--- config.mk ---
export PLATFORM = sky130hd
export DESIGN_NAME = quad_rpm_error
export DESIGN_NICKNAME = d
export VERILOG_FILES = /design/src/rtl/quad_rpm_error.sv
export SDC_FILE = /design/constraint.sdc
export NUM_CORES = 1
export LEC_CHECK = 0
export CAP_MARGIN = 20
export CORE_UTILIZATION = 57
export CTS_CLUSTER_DIAMETER = 30
export DETAILED_ROUTE_END_ITERATION = 10
export PLACE_DENSITY = 0.81
export SYNTH_ARGS = -nofsm -noshare
export SYNTH_HDL_FRONTEND = slang
export SYNTH_SLANG_ARGS = --single-unit
export TNS_END_PERCENT = 5
--- constraint.sdc ---
create_clock -name clk -period 4.7 [get_ports clk]
set_input_delay 0.47 -clock clk [delete_from_list [all_inputs] [get_ports clk]]
set_output_delay 0.47 -clock clk [all_outputs]
set_load 0.02 [all_outputs]
--- src/rtl/quad_rpm_error.sv ---
// rtl/quad_rpm_error.sv - quadrature encoder speed measurement and speed error for a PI loop
//
// Counts decoded quadrature steps over a fixed window of clk cycles, converts the
// count to a sign-magnitude fixed-point speed and subtracts it from the setpoint.
//
// Ports:
//   clk          rising-edge clock for every register
//   reset_n      asynchronous active-low reset
//   enable       high = measure; low = window/accumulator held cleared, pipeline aborted
//   enc_a, enc_b raw quadrature channels (asynchronous to clk)
//   setpoint     target speed, sign-magnitude, Q_WIDTH fractional bits, counts/window
//   speed        last measured speed, same format
//   error_k      setpoint - speed, same format, magnitude saturated
//   error_valid  one-cycle pulse when speed/error_k/flags update
//   count_ovf    window count saturated (valid with error_valid)
//   quad_err     illegal quadrature transition seen in the window (valid with error_valid)
module quad_rpm_error #(
    parameter int WINDOW_CYCLES = 4100,
    parameter int N_WIDTH       = 17,
    parameter int Q_WIDTH       = 8,
    parameter int MAX_COUNT     = 255
) (
    input  logic               clk,
    input  logic               reset_n,
    input  logic               enable,
    input  logic               enc_a,
    input  logic               enc_b,
    input  logic [N_WIDTH-1:0] setpoint,
    output logic [N_WIDTH-1:0] speed,
    output logic [N_WIDTH-1:0] error_k,
    output logic               error_valid,
    output logic               count_ovf,
    output logic               quad_err
);

    localparam int CW = $clog2(MAX_COUNT + 1) + 1;
    localparam int WW = (WINDOW_CYCLES > 1) ? $clog2(WINDOW_CYCLES) : 1;
    localparam int MW = N_WIDTH - 1;
    localparam int IW = N_WIDTH - 1 - Q_WIDTH;
    localparam int EW = N_WIDTH + 1;

    localparam logic signed [CW-1:0] CNT_MAX  = CW'(MAX_COUNT);
    localparam logic signed [CW-1:0] CNT_MIN  = -CNT_MAX;
    localparam logic signed [CW-1:0] CNT_ONE  = CW'(1);
    localparam logic [WW-1:0]        WIN_LAST = WW'(WINDOW_CYCLES - 1);

    // ------------------------------------------------------------------
    // Synchronizer and previous-state register
    // ------------------------------------------------------------------
    logic a_s1, a_s2, a_prev;
    logic b_s1, b_s2, b_prev;

    always_ff @(posedge clk or negedge reset_n) begin
        if (!reset_n) begin
            a_s1   <= 1'b0;
            a_s2   <= 1'b0;
            a_prev <= 1'b0;
            b_s1   <= 1'b0;
            b_s2   <= 1'b0;
            b_prev <= 1'b0;
        end else begin
            a_s1   <= enc_a;
            a_s2   <= a_s1;
            a_prev <= a_s2;
            b_s1   <= enc_b;
            b_s2   <= b_s1;
            b_prev <= b_s2;
        end
    end

    // Map the Gray sequence 00->01->11->10 onto 0..3 so a step is a modulo-4 difference.
    function automatic logic [1:0] phase(input logic [1:0] ba);
        case (ba)
            2'b00:   phase = 2'd0;
            2'b01:   phase = 2'd1;
            2'b11:   phase = 2'd2;
            default: phase = 2'd3;
        endcase
    endfunction

    logic [1:0] delta;
    logic       step_up, step_dn, illegal;

    assign delta   = phase({b_s2, a_s2}) - phase({b_prev, a_prev});
    assign step_up = enable && (delta == 2'd1);
    assign step_dn = enable && (delta == 2'd3);
    assign illegal = enable && (delta == 2'd2);

    // ------------------------------------------------------------------
    // Window counter and saturating accumulator
    // ------------------------------------------------------------------
    logic [WW-1:0]        win_cnt;
    logic signed [CW-1:0] acc, acc_next;
    logic                 ovf_flag, qerr_flag, ovf_step;
    logic                 terminal;

    logic signed [CW-1:0] cap_count;
    logic                 cap_ovf, cap_qerr, cap_valid;

    assign terminal = enable && (win_cnt == WIN_LAST);

    always_comb begin
        acc_next = acc;
        ovf_step = 1'b0;
        if (step_up) begin
            if (acc == CNT_MAX) ovf_step = 1'b1;
            else                acc_next = acc + CNT_ONE;
        end else if (step_dn) begin
            if (acc == CNT_MIN) ovf_step = 1'b1;
            else                acc_next = acc - CNT_ONE;
        end
    end

    always_ff @(posedge clk or negedge reset_n) begin
        if (!reset_n) begin
            win_cnt   <= '0;
            acc       <= '0;
            ovf_flag  <= 1'b0;
            qerr_flag <= 1'b0;
            cap_count <= '0;
            cap_ovf   <= 1'b0;
            cap_qerr  <= 1'b0;
            cap_valid <= 1'b0;
        end else if (!enable) begin
            win_cnt   <= '0;
            acc       <= '0;
            ovf_flag  <= 1'b0;
            qerr_flag <= 1'b0;
            cap_valid <= 1'b0;
        end else begin
            cap_valid <= terminal;
            if (terminal) begin
                // The terminal cycle's own step is part of the closing window.
                cap_count <= acc_next;
                cap_ovf   <= ovf_flag | ovf_step;
                cap_qerr  <= qerr_flag | illegal;
                win_cnt   <= '0;
                acc       <= '0;
                ovf_flag  <= 1'b0;
                qerr_flag <= 1'b0;
            end else begin
                win_cnt   <= win_cnt + WW'(1);
                acc       <= acc_next;
                ovf_flag  <= ovf_flag | ovf_step;
                qerr_flag <= qerr_flag | illegal;
            end
        end
    end

    // ------------------------------------------------------------------
    // Stage 1: count -> sign-magnitude speed (zero count yields +0)
    // ------------------------------------------------------------------
    logic               cap_neg;
    logic [IW-1:0]      cap_mag;
    logic [N_WIDTH-1:0] s1_word;
    logic [N_WIDTH-1:0] s1_speed;
    logic               s1_ovf, s1_qerr, s1_valid;

    assign cap_neg = cap_count[CW-1];
    assign cap_mag = IW'(cap_neg ? -cap_count : cap_count);
    assign s1_word = {cap_neg, cap_mag, {Q_WIDTH{1'b0}}};

    always_ff @(posedge clk or negedge reset_n) begin
        if (!reset_n) begin
            s1_speed <= '0;
            s1_ovf   <= 1'b0;
            s1_qerr  <= 1'b0;
            s1_valid <= 1'b0;
        end else if (!enable) begin
            s1_valid <= 1'b0;
        end else begin
            s1_valid <= cap_valid;
            if (cap_valid) begin
                s1_speed <= s1_word;
                s1_ovf   <= cap_ovf;
                s1_qerr  <= cap_qerr;
            end
        end
    end

    // ------------------------------------------------------------------
    // Stage 2: error = setpoint - speed, in two's complement one bit wider
    // than the word so the full +/-2*max range is representable.
    // A -0 setpoint negates to 0 and so behaves as +0.
    // ------------------------------------------------------------------
    logic signed [EW-1:0] sp_val, sv_val, diff;
    logic                 d_neg;
    logic [MW:0]          d_abs;
    logic [MW-1:0]        err_mag;
    logic [N_WIDTH-1:0]   err_word;

    assign sp_val   = setpoint[MW] ? -$signed({2'b00, setpoint[MW-1:0]})
                                   :  $signed({2'b00, setpoint[MW-1:0]});
    assign sv_val   = s1_speed[MW] ? -$signed({2'b00, s1_speed[MW-1:0]})
                                   :  $signed({2'b00, s1_speed[MW-1:0]});
    assign diff     = sp_val - sv_val;
    assign d_neg    = diff[EW-1];
    assign d_abs    = N_WIDTH'(d_neg ? -diff : diff);
    assign err_mag  = d_abs[MW] ? '1 : d_abs[MW-1:0];
    assign err_word = {d_neg, err_mag};

    always_ff @(posedge clk or negedge reset_n) begin
        if (!reset_n) begin
            speed       <= '0;
            error_k     <= '0;
            count_ovf   <= 1'b0;
            quad_err    <= 1'b0;
            error_valid <= 1'b0;
        end else begin
            error_valid <= enable && s1_valid;
            if (enable && s1_valid) begin
                speed     <= s1_speed;
                error_k   <= err_word;
                count_ovf <= s1_ovf;
                quad_err  <= s1_qerr;
            end
        end
    end

endmodule
=== Word level (Yosys, flattened, before mapping) ===
Index checks and enable logic that the tools add are counted.
W data, S select, Z words.

* Add/subtract/negate cells: 9
* Equal/unequal tests: 10
* Mux-type cells: 25
* Bitwise operators: 2
* Reduce and logical (&&, ||, !) cells: 9

{| class="wikitable"
|+ Operator list
! operator !! count
|-
| $mux W9 || 6
|-
| $mux W18 || 2
|-
| $neg A16 Y18 || 2
|-
| $mux W13 || 2
|-
| $eq A9 B9 Y1 const B || 2
|-
| $sub A18 B18 Y18 || 1
|-
| $mux W17 || 1
|-
| $neg A17 Y17 || 1
|-
| $mux W16 || 1
|-
| $add A13 B1 Y13 const B || 1
|-
| $eq A13 B13 Y1 const B || 1
|-
| $pmux W2 S3 || 2
|-
| $mux W1 || 10
|-
| $add A9 B2 Y9 const B || 1
|-
| $sub A9 B2 Y9 const B || 1
|-
| $eq A2 B2 Y1 const B || 4
|-
| $mux W8 || 1
|-
| $neg A8 Y8 || 1
|-
| $eq A2 B1 Y1 const B || 3
|-
| $logic_and A1 B1 Y1 || 5
|-
| $logic_not A2 Y1 || 2
|-
| $reduce_and A2 Y1 || 2
|-
| $or A1 B1 Y1 || 2
|-
| $sub A2 B2 Y2 || 1
|}

* Bits in registers: 83
* Input port bits: 22
* Output and inout port bits: 37
* Logic and storage cells: 78

=== Logic depth before layout (Yosys ltp) ===
Gate-level depths: netlist (run 1).

* Depth after elaboration: 10
* Mapped depth: 16
* Depth with buffers taken out: 15

=== Least setup slack after synthesis (run 1) ===
No wires, ideal clock.

* Kind: input to register
* Start: input setpoint[16]
* End: register error_k[10]
* Setup time: 141 ps
* Arrival: 3971 ps
* Required time: 4559 ps
* Slack: 588 ps
* Stages: 15
* Path buffers: 4
* Path through: clkbuf_1 -> clkbuf_1 -> buf_1 -> o21ai_0 -> xnor2_1 -> ha_1 -> clkbuf_1 -> o21a_1 -> o22ai_1 -> mux2i_1 -> or3b_2 -> nor3_1 -> nor3_2 -> nor2_4 -> a31oi_1

* Word-level cells in the longest chain between the ends: 5

{| class="wikitable"
|+ RTL lines
! element !! line !! RTL
|-
| from (decl) || 28 || <nowiki>input logic [N_WIDTH-1:0] setpoint,</nowiki>
|-
| $mux W18 (*) || 192 || <nowiki>assign sp_val = setpoint[MW] ? -$signed({2'b00, setpoint[MW-1:0]})</nowiki>
|-
| $sub A18 B18 Y18 (*) || 196 || <nowiki>assign diff = sp_val - sv_val;</nowiki>
|-
| $neg A17 Y17 || 198 || <nowiki>assign d_abs = N_WIDTH'(d_neg ? -diff : diff);</nowiki>
|-
| $mux W17 (*) || 198 ||
|-
| $mux W16 (*) || 199 || <nowiki>assign err_mag = d_abs[MW] ? '1 : d_abs[MW-1:0];</nowiki>
|-
| to (signal assigned) || 213 || <nowiki>error_k <= err_word;</nowiki>
|-
| to (decl) || 30 || <nowiki>output logic [N_WIDTH-1:0] error_k,</nowiki>
|}

Mark *: on every way between the ends. The rest lies on a longest branch, timed or not.
A chain may end at the register's enable or synchronous reset.

=== Worst setup path after layout (run 1) ===
* Start: input setpoint[8]
* End: register error_k[9]

* Word-level cells in the longest chain between the ends: 6

{| class="wikitable"
|+ RTL lines
! element !! line
|-
| $neg A16 Y18 || 192
|-
| $mux W18 (*) || 192
|-
| $sub A18 B18 Y18 (*) || 196
|-
| $neg A17 Y17 || 198
|-
| $mux W17 (*) || 198
|-
| $mux W16 (*) || 199
|}

Marked as above.

==> results of run 1 <==
[stage by stage]
step / worst slack [ns] / area (um^2) / utilization / hold slack (ns) / cells
global route: 0.1030 / 6203 / 0.7045 / 0.05256 / 763
global placement: 0.1272 / 5953 / 0.6760 / 0.3313 / 746
floorplan: 0.5880 / 5265 / - / 0.1744 / 593
CTS: 0.3532 / 6171 / 0.7008 / 0.3256 / 762
detailed placement: 0.03261 / 5953 / 0.6760 / 0.3363 / 746
finish: 0.3927 / 6203 / 0.7045 / 0.02254 / 763
[cells by family (layout without fill, tap and decap cells)]
family,Yosys count,count (layout),synth area share
buffers and inverters,53,115,0.04466
and+or+nand+nor,241,241,0.2164
muxes,10,10,0.02125
adders and majority gates,21,21,0.05015
xor gates and xnor gates,69,69,0.1256
AOI/OAI and AO/OA,108,108,0.1447
other,1,8,0.0007158
DFF,83,83,0.3965
[registers in the layout, summed over array words and instances (netlist names), 9 cells and up]
signal and flops:
s1_speed 9, acc 9, cap_count 9, speed 9, win_cnt 13, error_k 17
[timing repair]
item,in CTS,in global routing
setup endpoints to repair,0,3
buffers inserted,0,0
resized for setup,0,1
[routing by layer]
metal	up-vias	wire length (um)	GRT usage
met5	-	0	0
met1	2108	5042	0.3277
met2	121	5871	0.4437
met3	28	518	0.03293
met4	0	421	0.1294
li1	2151	-	-
[power groups by stage]
stage | clock (mW) | combinational (mW) | sequential (mW)
2_1_floorplan | 0 | 0.291 | 0.761
3_3_place_gp | 0 | 0.395 | 0.770
3_5_place_dp | 0 | 0.408 | 0.771
4_1_cts | 0.585 | 0.412 | 0.757
5_1_grt | 0.609 | 0.459 | 0.761
6_report | 0.572 | 0.416 | 0.758
[cells in the mapped netlist, types with 4 or more instances]
cell / number / area (um^2)
ha_1: 21 / 262.8
dfrtp_1: 83 / 2077
a31oi_1: 13 / 81.33
a21oi_1: 7 / 35.03
o21a_1: 4 / 30.03
xnor2_1: 36 / 315.3
buf_4: 9 / 67.56
nand3_1: 10 / 50.05
o31ai_1: 13 / 97.59
nor2_1: 58 / 217.7
nand2b_1: 6 / 37.54
nand4_1: 6 / 37.54
clkbuf_1: 22 / 82.58
nor3_1: 21 / 105.1
mux2i_1: 4 / 40.04
or3_1: 8 / 50.05
o21ai_0: 35 / 175.2
nor4_1: 4 / 25.02
and3_1: 10 / 62.56
nand2_1: 93 / 349.1
mux2_2: 5 / 56.30
xor2_1: 29 / 254.0
inv_1: 19 / 71.32
o211ai_1: 6 / 45.04
nor2b_1: 6 / 37.54
[worst register-to-register path, delay by kind of cell, from the launching register on]
family	cells	cell delay [ns]
AOI/OAI and AO/OA	4	1.17
xor gates and xnor gates	1	0.18
adders and majority gates	2	0.47
and+or+nand+nor	5	0.73
DFF	1	0.41
buffers and inverters	3	0.44
[final cells by class]
| type | count | area (um^2) | share of cell area |
|---|---|---|---|
| Multi-Input combinational cell | 457 | 2959 | 0.4770 |
| Sequential cell | 83 | 2077 | 0.3348 |
| Timing Repair Buffer | 80 | 743.2 | 0.1198 |
| Tap cell | 108 | 135.1 | 0.02178 |
| Clock buffer | 10 | 127.6 | 0.02057 |
| Clock inverter | 6 | 90.09 | 0.01452 |
| Inverter | 19 | 71.32 | 0.01150 |
[worst paths after layout]
kind | to | startpoint | slack (ns) | cells past startpoint
hold / removal | error_k[1] | reset_n | 0.02 | 1
setup reg to reg | error_k[9] | s1_speed[8] | 1.12 | 15
min in group clk | a_s2 | a_s1 | 0.35 | 0
hold reg to reg | a_s2 | a_s1 | 0.35 | 0
setup / recovery | error_k[9] | setpoint[8] | 0.39 | 15
max in group asynchronous | win_cnt[1] | reset_n | 4.08 | 2
==> results.yml, run 1 <==
drt:
  post-route-drc-count: 7
  dr.pass1.iters: 7
  wl_per_cell_um: 15.53
  drt-initial-drc-count: 207
  ant_nets: 0
  num_vias: 4408
  vias_per_cell: 5.777
  wl_um: 11850
critical_path:
  critPathMaxStageDelay_ns: 0.56
  path_common_cell: "or4_4"
  cp_max_fo: 10
  crit_chain: "clkdlybuf4s50_1 > or4_4 > or4_4 > o21ai_0 > xnor2_1 > ha_1 > inv_1 > and3_1 > a2111oi_0 > o211ai_1 > nor3_1 > buf_4 > nor3_2 > nor2_4 > a31oi_1"
  end_kind: "flip-flop"
  required_ns: 4.88
  crit_arrival_ns: 4.49
  path_buf_inv: 3
  worstSetupPathType: "in2reg"
  cpMaxStageDelayCell: "or4_4"
  critPathTopFamily: "simple AND/OR/NAND/NOR gates"
  startpoint_type: "input pin"
place:
  numPortBuffers: 50
  dp.final_hpwl_um: 8872
  routabilityCongestion: 0.9239
worst_hold_path:
  hold_class: "in2async"
timing:
  max_slew_margin: 0.3509
  setup_tns_ns: 0
  final-hold-violation-count: 0
  fin_crit_sh: 0.9164
  fmax_mhz: 232.2
  slew_violations: 0
  tightest_slew_ns: 0.9726
  fin_crit_ns: 4.307
  setup_viol: 0
  rsz0062_at_grt: "no"
  fin_skew_ns: 0.01508
cells_and_area:
  final_nets: 693
  areaGrowthSynthToFinish_pct: 18.41
  n_antenna_cell: 0
  fillers: 656
  final_common_cell: "nand2_1"
  final_cell_mix: "nand2_1, dfrtp_1, nor2_1"
  drive_gt1_frac: 0.1069
synthesis:
  yosysWarnings: 0
  ys_types: 67
  async_reset_ff_frac: 1.000
  synth_edf_count: 0
  synth-seq-cells: 83
  ys.flop_type: "dfrtp_1"
  syn_area_um2: 5239
  seq_area_frac_synth: 0.3965
  syn_inst: 586
  synth_area_per_cell_um2: 8.940
clock_tree:
  insertion_delay_ns: 0.36
  root_buffer: "clkbuf_8"
  cts_buffer_depth: 2
  cts.clk_slew.worst_paths_ns: 0.10
  holdBufCountCts: 0
  cts_tree: "yes"
  cts_buffers: 9
  cts_sinks: 83
  h-tree-depth: 3
power:
  seqPwrFrac: 0.434
  p_leak_nw: 2.815
  combinationalPowerShare: 0.238
  ir_worst_vdd_v: 0.0002458
  p_per_area_nw_per_um2: 281.4
  finalPower_mw: 1.746
  p_int_mw: 1.213
  power.share.clock: 0.328
  p_sw_frac: 0.3053
  p_sw_uw: 532.9
floorplan:
  die_w_um: 97.87
  io_pins: 59
  fp.dieH_um: 97.87
  start_util: 0.5949
  dieArea_um2: 9579
  core_region_area_um2: 8806
  rows: 34
global_routing:
  grt_pass1_wl_um: 19930
  grt_max_degree: 84
  antenna_found_initial: 0
  grt_usage: 0.2604
  grt_pass1_vias: 4319
  grt-ovfl-total: 0
outcome:
  violations: "design-rule violations"
  status: "finished, violations left"
job:
  cap_violations: 0
Power figures use the tool's default switching activity.
==> run 2: changes to the inputs <==
--- a/config.mk
+++ b/config.mk
@@ -6,9 +6,11 @@
 export NUM_CORES = 1
 export LEC_CHECK = 0
 export CAP_MARGIN = 20
+export CORE_MARGIN = 5
 export CORE_UTILIZATION = 57
 export CTS_CLUSTER_DIAMETER = 30
 export DETAILED_ROUTE_END_ITERATION = 10
+export HOLD_SLACK_MARGIN = 0.06
 export PLACE_DENSITY = 0.81
 export SYNTH_ARGS = -nofsm -noshare
 export SYNTH_HDL_FRONTEND = slang
==> results.yml, run 2 (synthesis results as in run 1) <==
drt:
  vias_per_cell: 5.791
  wl_per_cell_um: 15.76
  post-route-drc-count: 0
  drt-initial-drc-count: 259
  ant_nets: 0
  dr.pass1.iters: 5
  num_vias: 4407
  wl_um: 11990
timing:
  setup_tns_ns: 0
  rsz0062_at_grt: "no"
  fin_crit_ns: 4.336
  fmax_mhz: 230.6
  fin_skew_ns: 0.01020
  slew_violations: 0
  final-hold-violation-count: 0
  max_slew_margin: 0.3439
  finalHoldWorstSlack_ns: 0.3663
  fin_crit_sh: 0.9225
  tightest_slew_ns: 0.9830
  setup_viol: 0
floorplan:
  die_w_um: 105.9
  io_pins: 59
  rows: 35
  start_util: 0.5751
  fp.dieH_um: 105.9
  dieArea_um2: 11210
  core_region_area_um2: 9109
place:
  routabilityCongestion: 0.9609
  dp.final_hpwl_um: 8966
  placedCellCount: 743
  placed_area_um2: 5912
  numPortBuffers: 50
power:
  ir_worst_vdd_v: 0.0002032
  p_leak_nw: 2.779
  p_per_area_nw_per_um2: 276.1
global_routing:
  grt-ovfl-total: 0
  antenna_found_initial: 0
  grt_pass1_wl_um: 20120
  grt_pass1_vias: 4264
  grt_usage: 0.2209
  grt_max_degree: 84
cells_and_area:
  final_cell_mix: "nand2_1, dfrtp_1, nor2_1"
  final_area_um2: 6151
  largest_register_ff_count: 17
  drive_gt1_frac: 0.09692
  final_nets: 688
  instances_no_fill: 761
  areaGrowthSynthToFinish_pct: 17.41
  final_common_cell: "nand2_1"
  regMostFlops: "error_k"
  n_antenna_cell: 0
  reg_top3: "error_k: 17 flops, win_cnt: 13 flops"
worst_hold_path:
  hold_class: "reg2reg"
critical_path:
  cp_max_fo: 10
  required_ns: 4.88
  worstSetupPathType: "in2reg"
  crit_arrival_ns: 4.52
  startpoint_type: "input pin"
  end_kind: "flip-flop"
clock_tree:
  cts_buffers: 9
  cts_buffer_depth: 2
  cts_setup_buffers: 0
  cts_tree: "yes"
  cts.clk_slew.worst_paths_ns: 0.09
  post_cts_resized: 0
  cts_sinks: 83
  h-tree-depth: 3
  root_buffer: "clkbuf_8"
  insertion_delay_ns: 0.36
outcome:
  status: "finished clean"
job:
  cap_violations: 0
[run 2: cell count changes in the layout (fill, tap and decap cells not counted), sizes merged]
cell / before / now
clkinvlp: 1 / 2
clkinv: 3 / 1
dlygate4sd3: 0 / 1
inv: 19 / 21
buf: 31 / 25
bufinv: 2 / 1
[run 2: worst max-delay path, cell delays in order]
cell	delay (ns)
clkdlybuf4s50_1	0.48
or4_4	0.57
or4_4	0.47
o21ai_0	0.28
xnor2_1	0.11
ha_1	0.34
inv_1	0.10
and3_1	0.15
a2111oi_0	0.40
o211ai_1	0.24
nor3_1	0.34
nor3_2	0.14
nor2_4	0.27
a31oi_1	0.15
[run 2: final timing paths]
| path | slack (ns) | end | startpoint | cells after the start |
|---|---|---|---|---|
| max | 0.36 | error_k[11] | setpoint[8] | 14 |
| min | 0.37 | b_s2 | b_s1 | 0 |
| max reg2reg | 1.18 | error_k[11] | s1_speed[8] | 14 |
| min reg2reg | 0.37 | b_s2 | b_s1 | 0 |
| max in group asynchronous | 3.59 | a_s2 | reset_n | 3 |
| min in group asynchronous | 0.51 | error_k[0] | reset_n | 2 |
[run 2: repair_timing]
item                       in CTS  in global routing
hold endpoints to repair        0                 17
setup endpoints to repair       0                  0
hold buffers                    0                  1
[run 2: final cells by class]
type	count	area [um^2]
clock buffers	10	127.6
clock inverters	6	73.82
fillers	732	2958
inverters	19	71.32
multi-input cells	457	2954
flip-flops and latches	83	2077
well taps	111	138.9
repair buffers	75	708.2
[run 2: per-layer routing]
layer | track usage | routed length, um
met5 | 0 | 0
met1 | 0.2747 | 5065
met4 | 0.06568 | 174
met2 | 0.3930 | 6162
met3 | 0.03735 | 591
[run 2: power breakdown]
| part | leakage [nW] | switching (mW) | internal [mW] |
|---|---|---|---|
| clock | 0.0950 | 0.280 | 0.252 |
| sequential | 1.14 | 0.0251 | 0.732 |
| combinational | 1.54 | 0.235 | 0.174 |
[run 2: per-stage QoR]
stage          setup slack (ns)  power, mW    util
6_report                 0.3643      1.698  0.6753
5_1_grt                  0.1566      1.788  0.6753
4_1_cts                  0.4395      1.702  0.6712
3_5_place_dp            0.07036      1.169  0.6490
3_3_place_gp             0.2593      1.156  0.6490
2_1_floorplan            0.5880      1.052       -
